## src/rtl/simple_pkg.sv

```systemverilog
// Shared encodings and helpers for the instruction decoder and register file.
package simple_pkg;

  // Instruction class, carried in instr[15:14]
  typedef enum logic [1:0] {
    CLS_LOAD  = 2'd0,
    CLS_STORE = 2'd1,
    CLS_LDI   = 2'd2,
    CLS_ALU   = 2'd3
  } instr_class_e;

  // Memory operation requested by the decoded instruction
  typedef enum logic [1:0] {
    MW_NONE  = 2'd0,
    MW_LOAD  = 2'd1,
    MW_STORE = 2'd2
  } memwrite_e;

  // Register index width is fixed by the ISA field
  localparam int unsigned REG_IDX_W = 3;

  // Sign-extension helpers produce this width; callers keep the low DATA_W bits
  localparam int unsigned EXT_W = 64;

  // ALU opcodes up to this value take R[rt] as the second operand, larger ones take instr[3:0]
  localparam logic [3:0] ALU_REG_OP_MAX = 4'd8;

  function automatic logic [EXT_W-1:0] signext8(input logic [7:0] v);
    return {{(EXT_W-8){v[7]}}, v};
  endfunction

  function automatic logic [EXT_W-1:0] signext4(input logic [3:0] v);
    return {{(EXT_W-4){v[3]}}, v};
  endfunction

endpackage

```

## src/rtl/simple_regfile.sv

```systemverilog
// Register file: two combinational read ports with write-through bypass, one write port.
// With R0_ZERO set, r0 is hardwired to zero and never bypassed.
module simple_regfile
  import simple_pkg::*;
#(
  parameter int DATA_W  = 16,
  parameter int NREG    = 8,
  parameter int R0_ZERO = 1
) (
  input  logic                 clock,
  input  logic                 reset_n,
  input  logic                 wr_en,
  input  logic [REG_IDX_W-1:0] wr_addr,
  input  logic [DATA_W-1:0]    wr_data,
  input  logic [REG_IDX_W-1:0] rd_addr_a,
  output logic [DATA_W-1:0]    rd_data_a,
  input  logic [REG_IDX_W-1:0] rd_addr_b,
  output logic [DATA_W-1:0]    rd_data_b
);

  localparam logic [REG_IDX_W:0] NREG_L = (REG_IDX_W+1)'(NREG);

  logic [DATA_W-1:0]    reg_vals [NREG];
  logic [REG_IDX_W-1:0] rd_addr  [2];
  logic [DATA_W-1:0]    rd_data  [2];

  assign rd_addr[0] = rd_addr_a;
  assign rd_addr[1] = rd_addr_b;
  assign rd_data_a  = rd_data[0];
  assign rd_data_b  = rd_data[1];

  // One storage register per index; write addresses beyond NREG match none of them
  for (genvar gi = 0; gi < NREG; gi++) begin : g_reg
    localparam logic [REG_IDX_W-1:0] IDX      = REG_IDX_W'(gi);
    localparam bit                   WRITABLE = !((R0_ZERO != 0) && (gi == 0));

    logic              wr_hit;
    logic [DATA_W-1:0] reg_q;
    logic [DATA_W-1:0] reg_d;

    assign wr_hit      = wr_en && (wr_addr == IDX) && WRITABLE;
    assign reg_d       = wr_hit ? wr_data : reg_q;
    assign reg_vals[gi] = reg_q;

    // Register storage, cleared by reset (which also drops any write in that cycle)
    always_ff @(posedge clock or negedge reset_n) begin
      if (!reset_n) begin
        reg_q <= '0;
      end else begin
        reg_q <= reg_d;
      end
    end
  end

  // Read ports: out-of-range and hardwired-zero indices read 0, otherwise bypass a same-cycle write
  for (genvar gi = 0; gi < 2; gi++) begin : g_rd
    always_comb begin
      rd_data[gi] = '0;
      if (({1'b0, rd_addr[gi]} < NREG_L) && !((R0_ZERO != 0) && (rd_addr[gi] == '0))) begin
        if (wr_en && (wr_addr == rd_addr[gi])) begin
          rd_data[gi] = wr_data;
        end else begin
          rd_data[gi] = reg_vals[rd_addr[gi]];
        end
      end
    end
  end

endmodule

```

## src/rtl/decode_regfile.sv

```systemverilog
// Decode stage: reads operands from the register file, decodes the instruction by class
// and holds the result in an output register behind a valid/ready handshake.
module decode_regfile
  import simple_pkg::*;
#(
  parameter int DATA_W  = 16,
  parameter int NREG    = 8,
  parameter int R0_ZERO = 1
) (
  input  logic                 clock,
  input  logic                 reset_n,
  input  logic                 in_valid,
  output logic                 in_ready,
  input  logic [15:0]          instr,
  input  logic                 wb_en,
  input  logic [REG_IDX_W-1:0] wb_addr,
  input  logic [DATA_W-1:0]    wb_data,
  input  logic                 flush,
  output logic                 out_valid,
  input  logic                 out_ready,
  output logic [DATA_W-1:0]    alu1,
  output logic [DATA_W-1:0]    alu2,
  output logic [3:0]           opcode,
  output logic                 writereg,
  output logic [1:0]           memwrite,
  output logic [REG_IDX_W-1:0] regaddress,
  output logic [DATA_W-1:0]    address,
  output logic [DATA_W-1:0]    storedata
);

  logic [REG_IDX_W-1:0] rs;
  logic [REG_IDX_W-1:0] rt;
  instr_class_e         cls;
  logic [EXT_W-1:0]     imm_ext;
  logic [DATA_W-1:0]    imm;
  logic [DATA_W-1:0]    r_rs;
  logic [DATA_W-1:0]    r_rt;
  logic                 capture;

  logic [DATA_W-1:0]    alu1_d, alu2_d, address_d, storedata_d;
  logic [3:0]           opcode_d;
  logic                 writereg_d;
  logic [1:0]           memwrite_d;
  logic [REG_IDX_W-1:0] regaddress_d;

  logic [DATA_W-1:0]    alu1_q, alu2_q, address_q, storedata_q;
  logic [3:0]           opcode_q;
  logic                 writereg_q;
  logic [1:0]           memwrite_q;
  logic [REG_IDX_W-1:0] regaddress_q;
  logic                 out_valid_q;

  assign rs      = instr[13:11];
  assign rt      = instr[10:8];
  assign cls     = instr_class_e'(instr[15:14]);
  assign imm_ext = signext8(instr[7:0]);
  assign imm     = imm_ext[DATA_W-1:0];

  // Upper extension bits are only present when DATA_W is narrower than the helper width
  if (DATA_W < EXT_W) begin : g_imm_unused
    logic imm_unused;
    assign imm_unused = ^imm_ext[EXT_W-1:DATA_W];
  end

  simple_regfile #(
    .DATA_W  (DATA_W),
    .NREG    (NREG),
    .R0_ZERO (R0_ZERO)
  ) u_regfile (
    .clock     (clock),
    .reset_n   (reset_n),
    .wr_en     (wb_en),
    .wr_addr   (wb_addr),
    .wr_data   (wb_data),
    .rd_addr_a (rs),
    .rd_data_a (r_rs),
    .rd_addr_b (rt),
    .rd_data_b (r_rt)
  );

  // Ready whenever the output slot is empty or being drained this cycle; flush vetoes capture
  assign in_ready = !out_valid_q || out_ready;
  assign capture  = in_valid && in_ready && !flush;

  // Decode by instruction class; fields a class does not use stay zero
  always_comb begin
    alu1_d       = '0;
    alu2_d       = '0;
    address_d    = '0;
    storedata_d  = '0;
    opcode_d     = instr[7:4];
    writereg_d   = 1'b0;
    memwrite_d   = MW_NONE;
    regaddress_d = '0;
    unique case (cls)
      CLS_ALU: begin
        alu1_d       = r_rs;
        alu2_d       = (instr[7:4] <= ALU_REG_OP_MAX) ? r_rt : {{(DATA_W-4){1'b0}}, instr[3:0]};
        writereg_d   = 1'b1;
        regaddress_d = rt;
      end
      CLS_LOAD: begin
        alu1_d       = r_rs;
        alu2_d       = r_rt;
        address_d    = r_rt + imm;
        writereg_d   = 1'b1;
        memwrite_d   = MW_LOAD;
        regaddress_d = rs;
      end
      CLS_STORE: begin
        storedata_d = r_rs;
        address_d   = r_rt + imm;
        memwrite_d  = MW_STORE;
      end
      CLS_LDI: begin
        address_d    = imm;
        writereg_d   = 1'b1;
        memwrite_d   = MW_LOAD;
        regaddress_d = rt;
      end
      default: begin
        writereg_d = 1'b0;
      end
    endcase
  end

  // Output slot: load on capture, empty on flush or drain, otherwise hold everything
  always_ff @(posedge clock or negedge reset_n) begin
    if (!reset_n) begin
      out_valid_q  <= 1'b0;
      alu1_q       <= '0;
      alu2_q       <= '0;
      address_q    <= '0;
      storedata_q  <= '0;
      opcode_q     <= '0;
      writereg_q   <= 1'b0;
      memwrite_q   <= '0;
      regaddress_q <= '0;
    end else if (flush) begin
      out_valid_q <= 1'b0;
    end else if (capture) begin
      out_valid_q  <= 1'b1;
      alu1_q       <= alu1_d;
      alu2_q       <= alu2_d;
      address_q    <= address_d;
      storedata_q  <= storedata_d;
      opcode_q     <= opcode_d;
      writereg_q   <= writereg_d;
      memwrite_q   <= memwrite_d;
      regaddress_q <= regaddress_d;
    end else if (out_ready) begin
      out_valid_q <= 1'b0;
    end
  end

  assign out_valid  = out_valid_q;
  assign alu1       = alu1_q;
  assign alu2       = alu2_q;
  assign address    = address_q;
  assign storedata  = storedata_q;
  assign opcode     = opcode_q;
  assign writereg   = writereg_q;
  assign memwrite   = memwrite_q;
  assign regaddress = regaddress_q;

endmodule

```

## config.mk

```make
export PLATFORM = sky130hd
export DESIGN_NAME = decode_regfile
export DESIGN_NICKNAME = d
export VERILOG_FILES = /design/src/rtl/simple_pkg.sv /design/src/rtl/simple_regfile.sv /design/src/rtl/decode_regfile.sv
export SDC_FILE = /design/constraint.sdc
export NUM_CORES = 1
export LEC_CHECK = 0
export CORE_ASPECT_RATIO = 0.7
export CORE_MARGIN = 2
export CORE_UTILIZATION = 45
export CTS_CLUSTER_DIAMETER = 100
export DETAILED_ROUTE_END_ITERATION = 7
export PLACE_DENSITY = 0.66
export REMOVE_ABC_BUFFERS = 1
export SYNTH_ARGS = -nofsm -noshare
export SYNTH_HDL_FRONTEND = slang
export SYNTH_HIERARCHICAL = 1
export SYNTH_SLANG_ARGS = --single-unit
export TNS_END_PERCENT = 100
```

## constraint.sdc

```tcl
create_clock -name clock -period 4 [get_ports clock]
set_input_delay 0.8 -clock clock [delete_from_list [all_inputs] [get_ports clock]]
set_output_delay 0.8 -clock clock [all_outputs]
set_load 0.05 [all_outputs]
```

==> results.sh <==
export IMPL_ys_async_sr_fraction_pct=100.0
export IMPL_io_buffers=116
export IMPL_final_core_util_pct=56.94
export IMPL_cts_htree_levels=4
export IMPL_yosys_warnings=6
export IMPL_slowest_stage="clkdlybuf4s50_1"
export IMPL_worstSkewPairLatency_ns=0.44
export IMPL_cts_resized=0
export IMPL_worstMarginPinSlew_ns=0.7873
export IMPL_crit_type="input port to flop"
export IMPL_hold_viol=0
export IMPL_powerDensity_nw_per_um2=496.9
export IMPL_grt_usage_pct=26.37
export IMPL_syn_inst=968
export IMPL_cts_buffers=17
export IMPL_firstDrtPassIters=7
export IMPL_mostFrequentLayoutCells="dfrtp_1 (187), nand2_1 (144), o21ai_0 (123)"
export IMPL_core_area_um2=22500
export IMPL_synthesis_area_um2=10230
export IMPL_worstPathMaxFanout=11
export IMPL_numClockSinks=187
export IMPL_max_cap_violations=0
export IMPL_cts_setup_buffers=0
export IMPL_drc=0
export IMPL_area_growth_pct=25.24
export IMPL_dpl_hpwl_um=20800
export IMPL_synth_distinct_cells=69
export IMPL_hp_class="input port to asynchronous set/reset pin"
export IMPL_cp_start_kind="input port"
export IMPL_vdd_drop_max_v=0.0003169
export IMPL_final_seq_area_um2=4679
export IMPL_syn_area_per_cell_um2=10.57
export IMPL_drive_above_1_share_pct=24.67
export IMPL_start_util_pct=45.46
export IMPL_io_pins=117
export IMPL_finClkSkew_ns=0.01195
export IMPL_slowest_delay_ns=0.51
export IMPL_drt_wl_total_um=30290
export IMPL_period_needed_ns=3.724
export IMPL_ys_seq_area_share_pct=45.74
export IMPL_max_slew_margin_pct=47.39
export IMPL_vias=8419
export IMPL_cts_hold_buffers=0
export IMPL_fp_dieH_um=130.2
export IMPL_crit_path_cell_trace="clkdlybuf4s50_1 > buf_12 > buf_4 > mux2_2 > a22oi_1 > o21ai_0 > a22o_1 > ha_1 > o21ai_1 > or2_4 > a211oi_2 > o21ai_1 > and3b_1 > o31ai_1"
export IMPL_synth_edf_count=0
export IMPL_crit_path_end_kind="flop"
export IMPL_drt_wirelength_per_cell_um=20.86
export IMPL_dieArea_um2=23980
export IMPL_drt_first_iter_violations=750
export IMPL_ctsLongestPathBuffers=2
export IMPL_synthFlopType="dfrtp_1"
export IMPL_cts_tree="yes"
export IMPL_antenna_found_initial=1
export IMPL_ys_ff_latch=187
export IMPL_fmaxAchievable_mhz=268.6
export IMPL_ant_nets=0
export IMPL_grt_pass1_wl_um=47800
export IMPL_final_common_cell="dfrtp_1"
export IMPL_die_x_um=184.2
export IMPL_grt_pass1_vias=8064
export IMPL_gr_total_overflow=0
export IMPL_rsz0062_at_grt="no"
export IMPL_p_total_w=0.006367
export IMPL_cts_root_buf="clkbuf_16"
export IMPL_rows=46
export IMPL_maxSlewViolCount=0
export IMPL_finalSetupViolations=0
export IMPL_p_leak_nw=5.606
export IMPL_arrival_ns=4.07
export IMPL_final_nets=1188
export IMPL_place_congestion=0.9481
export IMPL_grt_start_max_net_pins=87
export IMPL_status="finished, final reports clean"
export IMPL_nFillCells=1951
export IMPL_cpMostUsedCell="o21ai_1"
export IMPL_clkTransAtPathRegs_ns=0.07
export IMPL_vias_per_cell=5.798
export IMPL_fin_crit_sh_pct=93.09
export IMPL_worst_ep_required_time_ns=4.35
export IMPL_multi_input_area_um2=5086
## per-layer routing
layer	global-route usage, %	up-vias	wire length, um
met3	6.642	42	2712
met1	40.82	4136	14780
met5	0	-	0
li1	-	3879	-
met2	36.32	362	12360
met4	6.918	0	431
## cells in the mapped netlist (5+ instances only)
cell / n / area (um^2)
mux2_2: 115 / 1295
inv_1: 24 / 90.09
nand2b_1: 18 / 112.6
o32ai_1: 16 / 140.1
clkbuf_1: 35 / 131.4
a22oi_1: 15 / 112.6
a22o_1: 49 / 429.2
a221oi_1: 18 / 157.7
xnor2_1: 12 / 105.1
nor2_1: 9 / 33.78
o21ai_0: 123 / 615.6
mux4_2: 15 / 337.8
nand2_1: 144 / 540.5
a21oi_1: 23 / 115.1
nand3_1: 7 / 35.03
dfrtp_1: 187 / 4679
o22ai_1: 15 / 93.84
buf_6: 6 / 67.56
buf_4: 10 / 75.07
buf_2: 21 / 105.1
nand4_1: 5 / 31.28
o21ai_1: 6 / 30.03
ha_1: 20 / 250.2
## worst paths after layout
check | cells past startpoint | slack (ns) | endpoint | from
worst min register to register | 2 | 0.48 | alu1[14] | alu1[14]
worst max-delay path | 14 | 0.28 | address[13] | instr[9]
worst min-delay path | 1 | 0.38 | writereg | reset_n
worst max register to register | 12 | 0.87 | address[8] | u_regfile/g_reg[7].reg_q[0]
max in group asynchronous | 2 | 2.67 | alu1[11] | reset_n
min in group clock | 2 | 0.48 | alu1[14] | alu1[14]
## kinds of logic (layout without fill, tap and decap cells)
group / count (synthesis) / count (layout) / synth area share [%]
AO/OA/AOI/OAI: 301 / 301 / 19.63
AND/OR/NAND/NOR: 211 / 211 / 9.588
flip-flops: 187 / 187 / 45.74
multiplexers: 134 / 134 / 16.35
buffers and inverters: 99 / 270 / 4.696
adder cells (fa/ha/maj): 21 / 21 / 2.642
XOR/XNOR: 15 / 15 / 1.358
other: 0 / 1 / 0
## final cells by class
cell class	instances	share of cell area [%]
multi-input cells	682	39.69
flip-flops and latches	187	36.52
repair buffers	213	15.09
clock buffers	17	3.320
well taps	312	3.047
clock inverters	15	1.582
inverters	25	0.7324
diodes	1	0.01953
## where the power goes
part           switching (W)  internal [W]  leakage [nW]
sequential          0.000242       0.00222          2.38
combinational        0.00113      0.000932          2.93
clock               0.000831       0.00101         0.303
## flip-flops by register name (all words and copies together), names as in the netlist
name / cells
regaddress: 3
memwrite: 2
u_regfile/g.reg_q: 112
address: 16
alu1: 16
opcode: 4
out_valid: 1
storedata: 16
writereg: 1
alu2: 16
## per-stage QoR
stage	instances	worst slack [ns]	hold WS [ns]	TNS, ns	cell area [um^2]
CTS	1451	0.3351	0.4229	0	12810
global route	1451	0.06664	0.4318	0	12810
global placement	1419	-0.07798	0.4609	-0.2638	12180
detailed placement	1419	-0.08276	0.4702	-0.3622	12180
floorplan	894	0.5673	0.4604	0	9844
finish	1452	0.2764	0.3776	0	12810
## worst max-delay path, delay by kind of cell
| family | cells | cell delay (ns) |
|---|---|---|
| buffers and inverters | 3 | 0.85 |
| multiplexers | 1 | 0.35 |
| adder cells (fa/ha/maj) | 1 | 0.32 |
| AND/OR/NAND/NOR | 2 | 0.43 |
| AO/OA/AOI/OAI | 7 | 1.31 |
(Power assumes the default switching activity.)
==> variant 1, RTL diff (same flow settings) <==
`NREG` is set to 8 in 2 places; all go to 4.
--- a/src/rtl/simple_regfile.sv
+++ b/src/rtl/simple_regfile.sv
@@ -4,7 +4,7 @@
   import simple_pkg::*;
 #(
   parameter int DATA_W  = 16,
-  parameter int NREG    = 8,
+  parameter int NREG    = 4,
   parameter int R0_ZERO = 1
 ) (
   input  logic                 clock,
--- a/src/rtl/decode_regfile.sv
+++ b/src/rtl/decode_regfile.sv
@@ -4,7 +4,7 @@
   import simple_pkg::*;
 #(
   parameter int DATA_W  = 16,
-  parameter int NREG    = 8,
+  parameter int NREG    = 4,
   parameter int R0_ZERO = 1
 ) (
   input  logic                 clock,
Behaviour: not the same (a bounded check fails within 4 cycles, from zero or initial values and one cycle with reset_n low).
==> variant 1 against the unedited design <==
Area after synthesis decreased by 30%; worst setup slack got worse by 0.046 ns; sequential power decreased by 37%; sequential share of layout area decreased by 4.6 points; wire length decreased by 23%; final cell count decreased by 27%; synthesized cell count decreased by 29%; via count decreased by 24%; clock power decreased by 12%; design area decreased by 25%; clock skew decreased by 0.0029 ns; sequential cell count decreased by 64; register-to-register slack improved by 0.21 ns; total power decreased by 29%.
==> variant 1: results (changes against the unedited design) <==
Synth
  • Post-synth top cells: dfrtp_1 (123), mux2_2 (85), nand2_1 (65)
  • Top cells by area, synth: dfrtp_1 (43%), mux2_2 (13%), a22oi_1 (3.8%)
  • Post-synthesis area per instance: 10.5 sq um (-0.54%)

Power
  • Pleak: 4.07 nW (-27%)
  • Peak supply drop: 327 uV (+3.2%)

STA
  • Skew final: 0.00903 ns (-0.00292 ns)
  • Setup slack after layout: 0.230 ns (-0.0463 ns)

Layout
  • Repair and plain buffers: 195 (-8.5%)
  • Max reg flops: 48 (-57%)
  • Fin nets: 905 (-24%)
  • Fin util: 0.620 (+0.0504)
  • Count of multi-input gates: 503 (-26%)
  • Filler cell count: 1212 (-38%)
  • Clock network area share: 0.0634 (+0.0143)
  • Logic inverters: 3 (-88%)
  • Clkbuf count: 21 (+4)
  • Post-Layout Cell Count: 1056 (-27%)

Global route
  • Global Route Usage Sum: 0.282 (+0.0181)
  • Pin count of the biggest net entering global routing: 93 (+6.9%)
  • Met2 Usage GRT: 0.408 (+0.0445)
  • M3 GR Usage: 0.0690 (+0.00255)

Run status
  • Status: complete, no violations

Worst setup path
  • CP max stage delay: 0.54 ns (+0.03 ns)
  • Worst Reg2Reg Path Length in Cells: 11 (-1)

Routing
  • Iter 0 DRT Violations: 585 (-22%)
[variant 1: cell families after synthesis]
family	after synthesis	synth area share
muxes	86	0.135
xor gates and xnor gates	15	0.0219
and+or+nand+nor	178	0.131
buffers and inverters	58	0.0405
adders and majority gates	21	0.0376
AOI/OAI and AO/OA	203	0.206
DFF	123	0.428
[variant 1: power by group]
group / switching [W] / internal [W]
clock: 0.000582 / 0.00104
combinational: 0.000751 / 0.000563
sequential: 0.000128 / 0.00142
[variant 1: how the worst min path moves through the flow]
stage,from,end,cells past startpoint
after floorplan,u_regfile/g_reg[3].reg_q[0],u_regfile/g_reg[3].reg_q[0],1
after global placement,alu1[6],alu1[6],2
after detailed placement,address[0],address[0],2
after CTS,reset_n,alu1[4],1
after global routing,reset_n,alu1[4],1
final,reset_n,alu1[4],1
[variant 1: repair_timing]
item,in CTS,in global routing
endpoints found under the setup margin,0,9
gates resized for setup,0,10
hold buffers,0,0
buffers inserted,0,0
==> variant 2, RTL diff (same flow settings) <==
Without the edit above. Reset style: synchronous (`reset_n`), changed in 2 clocked blocks.
--- a/src/rtl/simple_regfile.sv
+++ b/src/rtl/simple_regfile.sv
@@ -43,7 +43,7 @@
     assign reg_vals[gi] = reg_q;
 
     // Register storage, cleared by reset (which also drops any write in that cycle)
-    always_ff @(posedge clock or negedge reset_n) begin
+    always_ff @(posedge clock) begin
       if (!reset_n) begin
         reg_q <= '0;
       end else begin
--- a/src/rtl/decode_regfile.sv
+++ b/src/rtl/decode_regfile.sv
@@ -125,7 +125,7 @@
   end
 
   // Output slot: load on capture, empty on flush or drain, otherwise hold everything
-  always_ff @(posedge clock or negedge reset_n) begin
+  always_ff @(posedge clock) begin
     if (!reset_n) begin
       out_valid_q  <= 1'b0;
       alu1_q       <= '0;
Behaviour: not the same (a bounded check fails within 4 cycles, from zero or initial values and one cycle with reset_n low; the reset may be asserted at any time).
==> variant 2 against the unedited design <==
First-iteration DRC count rose by 41%; worst setup slack worse by 0.13 ns; sequential cell count unchanged; wire length is 15% higher; register-to-register slack lost 0.13 ns; design area shrank 0.37%; area after synthesis fell by 0.29%; worst hold slack improved by 0.072 ns; global-route usage is 2.6 points higher; largest cell class unchanged.
Power is not compared: it rests on default switching activity, and its combinational part moved more than twofold at a synthesized area within 25%.
==> variant 2: results (changes against the unedited design) <==
Synth
  • Primary FF master, synth: dfxtp_1
  • Top cells by area, synth: dfxtp_1 (37%), nand2_1 (11%), mux2i_1 (9.1%)
  • Synth Area in XOR/XNOR: 0.0155 (+0.00188)
  • Complex-gate fraction of the synthesized area: 0.226 (+0.0295)
  • Yosys cell types: 58 (-16%)
  • Async set or reset register ratio after synthesis: 0 (-1.00)
  • Post-synthesis area per instance: 8.13 sq um (-23%)
  • Seq/Total Area, Yosys: 0.367 (-0.0904)
  • Post-synth top cells: nand2_1 (288), dfxtp_1 (187), nor2_1 (97)
  • Mux share of post-synthesis cell area: 0.0946 (-0.0689)
  • Post-Synth Adder-Cell Area: 0.0265 (+0.0000778)

Worst hold path
  • HP Class: reg -> reg

Layout
  • Filler cell count: 2081 (+6.7%)
  • Largest Register: u_regfile/g.reg_q
  • Fin nets: 1463 (+23%)
  • Share of layout cells above drive strength 1: 0.132 (-0.115)
  • ANT cells: 0 (-1)

Worst setup path
  • FF-to-FF Start: u_regfile/g_reg[5].reg_q[0]
  • Critical Path Sink: address[12]
  • CP max stage delay: 0.46 ns (-0.05 ns)
  • Worst setup startpoint: wb_addr[2]
  • Data arrival, critical path: 4.17 ns (+0.10 ns)
  • Worst Reg2Reg Path Length in Cells: 13 (+1)
  • R2R setup slack: 0.74 ns (-0.13 ns)

Run status
  • Status: complete, no violations

Placed design
  • Hpwl dp: 23.9 mm (+15%)
  • PortBufs: 116 (unchanged)
  • RD Place Congestion: 0.935 (-1.4%)

Routing
  • Final wirelength: 34.8 mm (+15%)
  • Iter 0 DRT Violations: 1057 (+41%)
  • Routed WL per cell: 20.4 um (-2.1%)
  • Drt first pass iters: 6 (-1)

STA
  • Slew HR: 0.301 (-0.173)
  • Skew final: 0.0117 ns (-0.000242 ns)

Global route
  • Initial antenna violation count: 0 (-1)
  • Global Route Usage Sum: 0.290 (+0.0261)
  • Pin count of the biggest net entering global routing: 66 (-24%)
==> variant 2: cell types whose count changed after synthesis, sizes merged, moves of 32 or more <==
| cell | change |
|---|---|
| a21oi | +37 |
| nand2 | +143 |
| dfrtp | -187 |
| o21ai | -120 |
| nor2 | +90 |
| mux2 | -114 |
| a21boi | +109 |
| a2111oi | +32 |
| dfxtp | +187 |
| mux2i | +89 |
| a22o | -44 |
| nor3 | +37 |
==> variant 2: per-layer routing <==
metal / vias to the layer above / global-route usage / wire length, um
met3: 54 / 0.0748 / 3790
met4: 0 / 0.0979 / 780
met2: 514 / 0.403 / 14000
li1: 4688 / - / -
met5: - / 0 / 0
met1: 4768 / 0.430 / 16200
==> variant 2: area by class of cell <==
type,count,share of cell area
clock buffer,17,0.0333
clock inverter,15,0.0123
inverter,7,0.00206
multi-input combinational,952,0.467
sequential,187,0.293
tap,288,0.0282
timing repair buffer,236,0.164
==> variant 2: worst max-delay path, delay by kind of cell <==
family / cells / cell delay, ns
simple gates: 3 / 0.79
compound gates: 5 / 0.98
fa+ha+maj: 1 / 0.34
xor+xnor: 2 / 0.40
buf+inv: 3 / 0.84
==> variant 2: stage by stage <==
step	hold slack [ns]	setup TNS, ns	area [sq um]	worst slack, ns
after global placement	0.439	-2.04	12100	-0.348
after floorplan	0.444	-0.103	9690	-0.0258
after CTS	0.453	0	12700	0.0448
after detailed placement	0.444	-2.60	12100	-0.399
final	0.450	0	12800	0.143
after global routing	0.466	-0.0141	12800	-0.0141
==> variant 2: worst min path at each step <==
stage	cells after the start	to	from
floorplan	2	u_regfile/g_reg[5].reg_q[14]	u_regfile/g_reg[5].reg_q[14]
global placement	2	alu1[5]	alu1[5]
detailed placement	2	alu1[8]	alu1[8]
CTS	2	alu1[0]	alu1[0]
global route	2	storedata[5]	storedata[5]
finish	2	storedata[5]	storedata[5]
==> variant 2: power breakdown <==
group          switching (W)  internal, W
Combinational       0.000457     0.000311
Clock               0.000828     0.000883
Sequential         0.0000285      0.00190
Total                0.00131      0.00309
==> variant 2: logic make-up after synthesis <==
kind of cell             count (synthesis)
AO/OA/AOI/OAI                          305
XOR/XNOR                                18
adder cells (fa/ha/maj)                 21
buffers and inverters                  115
flip-flops                             187
multiplexers                            95
AND/OR/NAND/NOR                        513
==> variant 2: timing repair <==
action / in CTS / in global routing
gates resized for setup: 0 / 9
hold buffers: 0 / 0
setup endpoints to repair: 0 / 6
setup buffers: 0 / 2
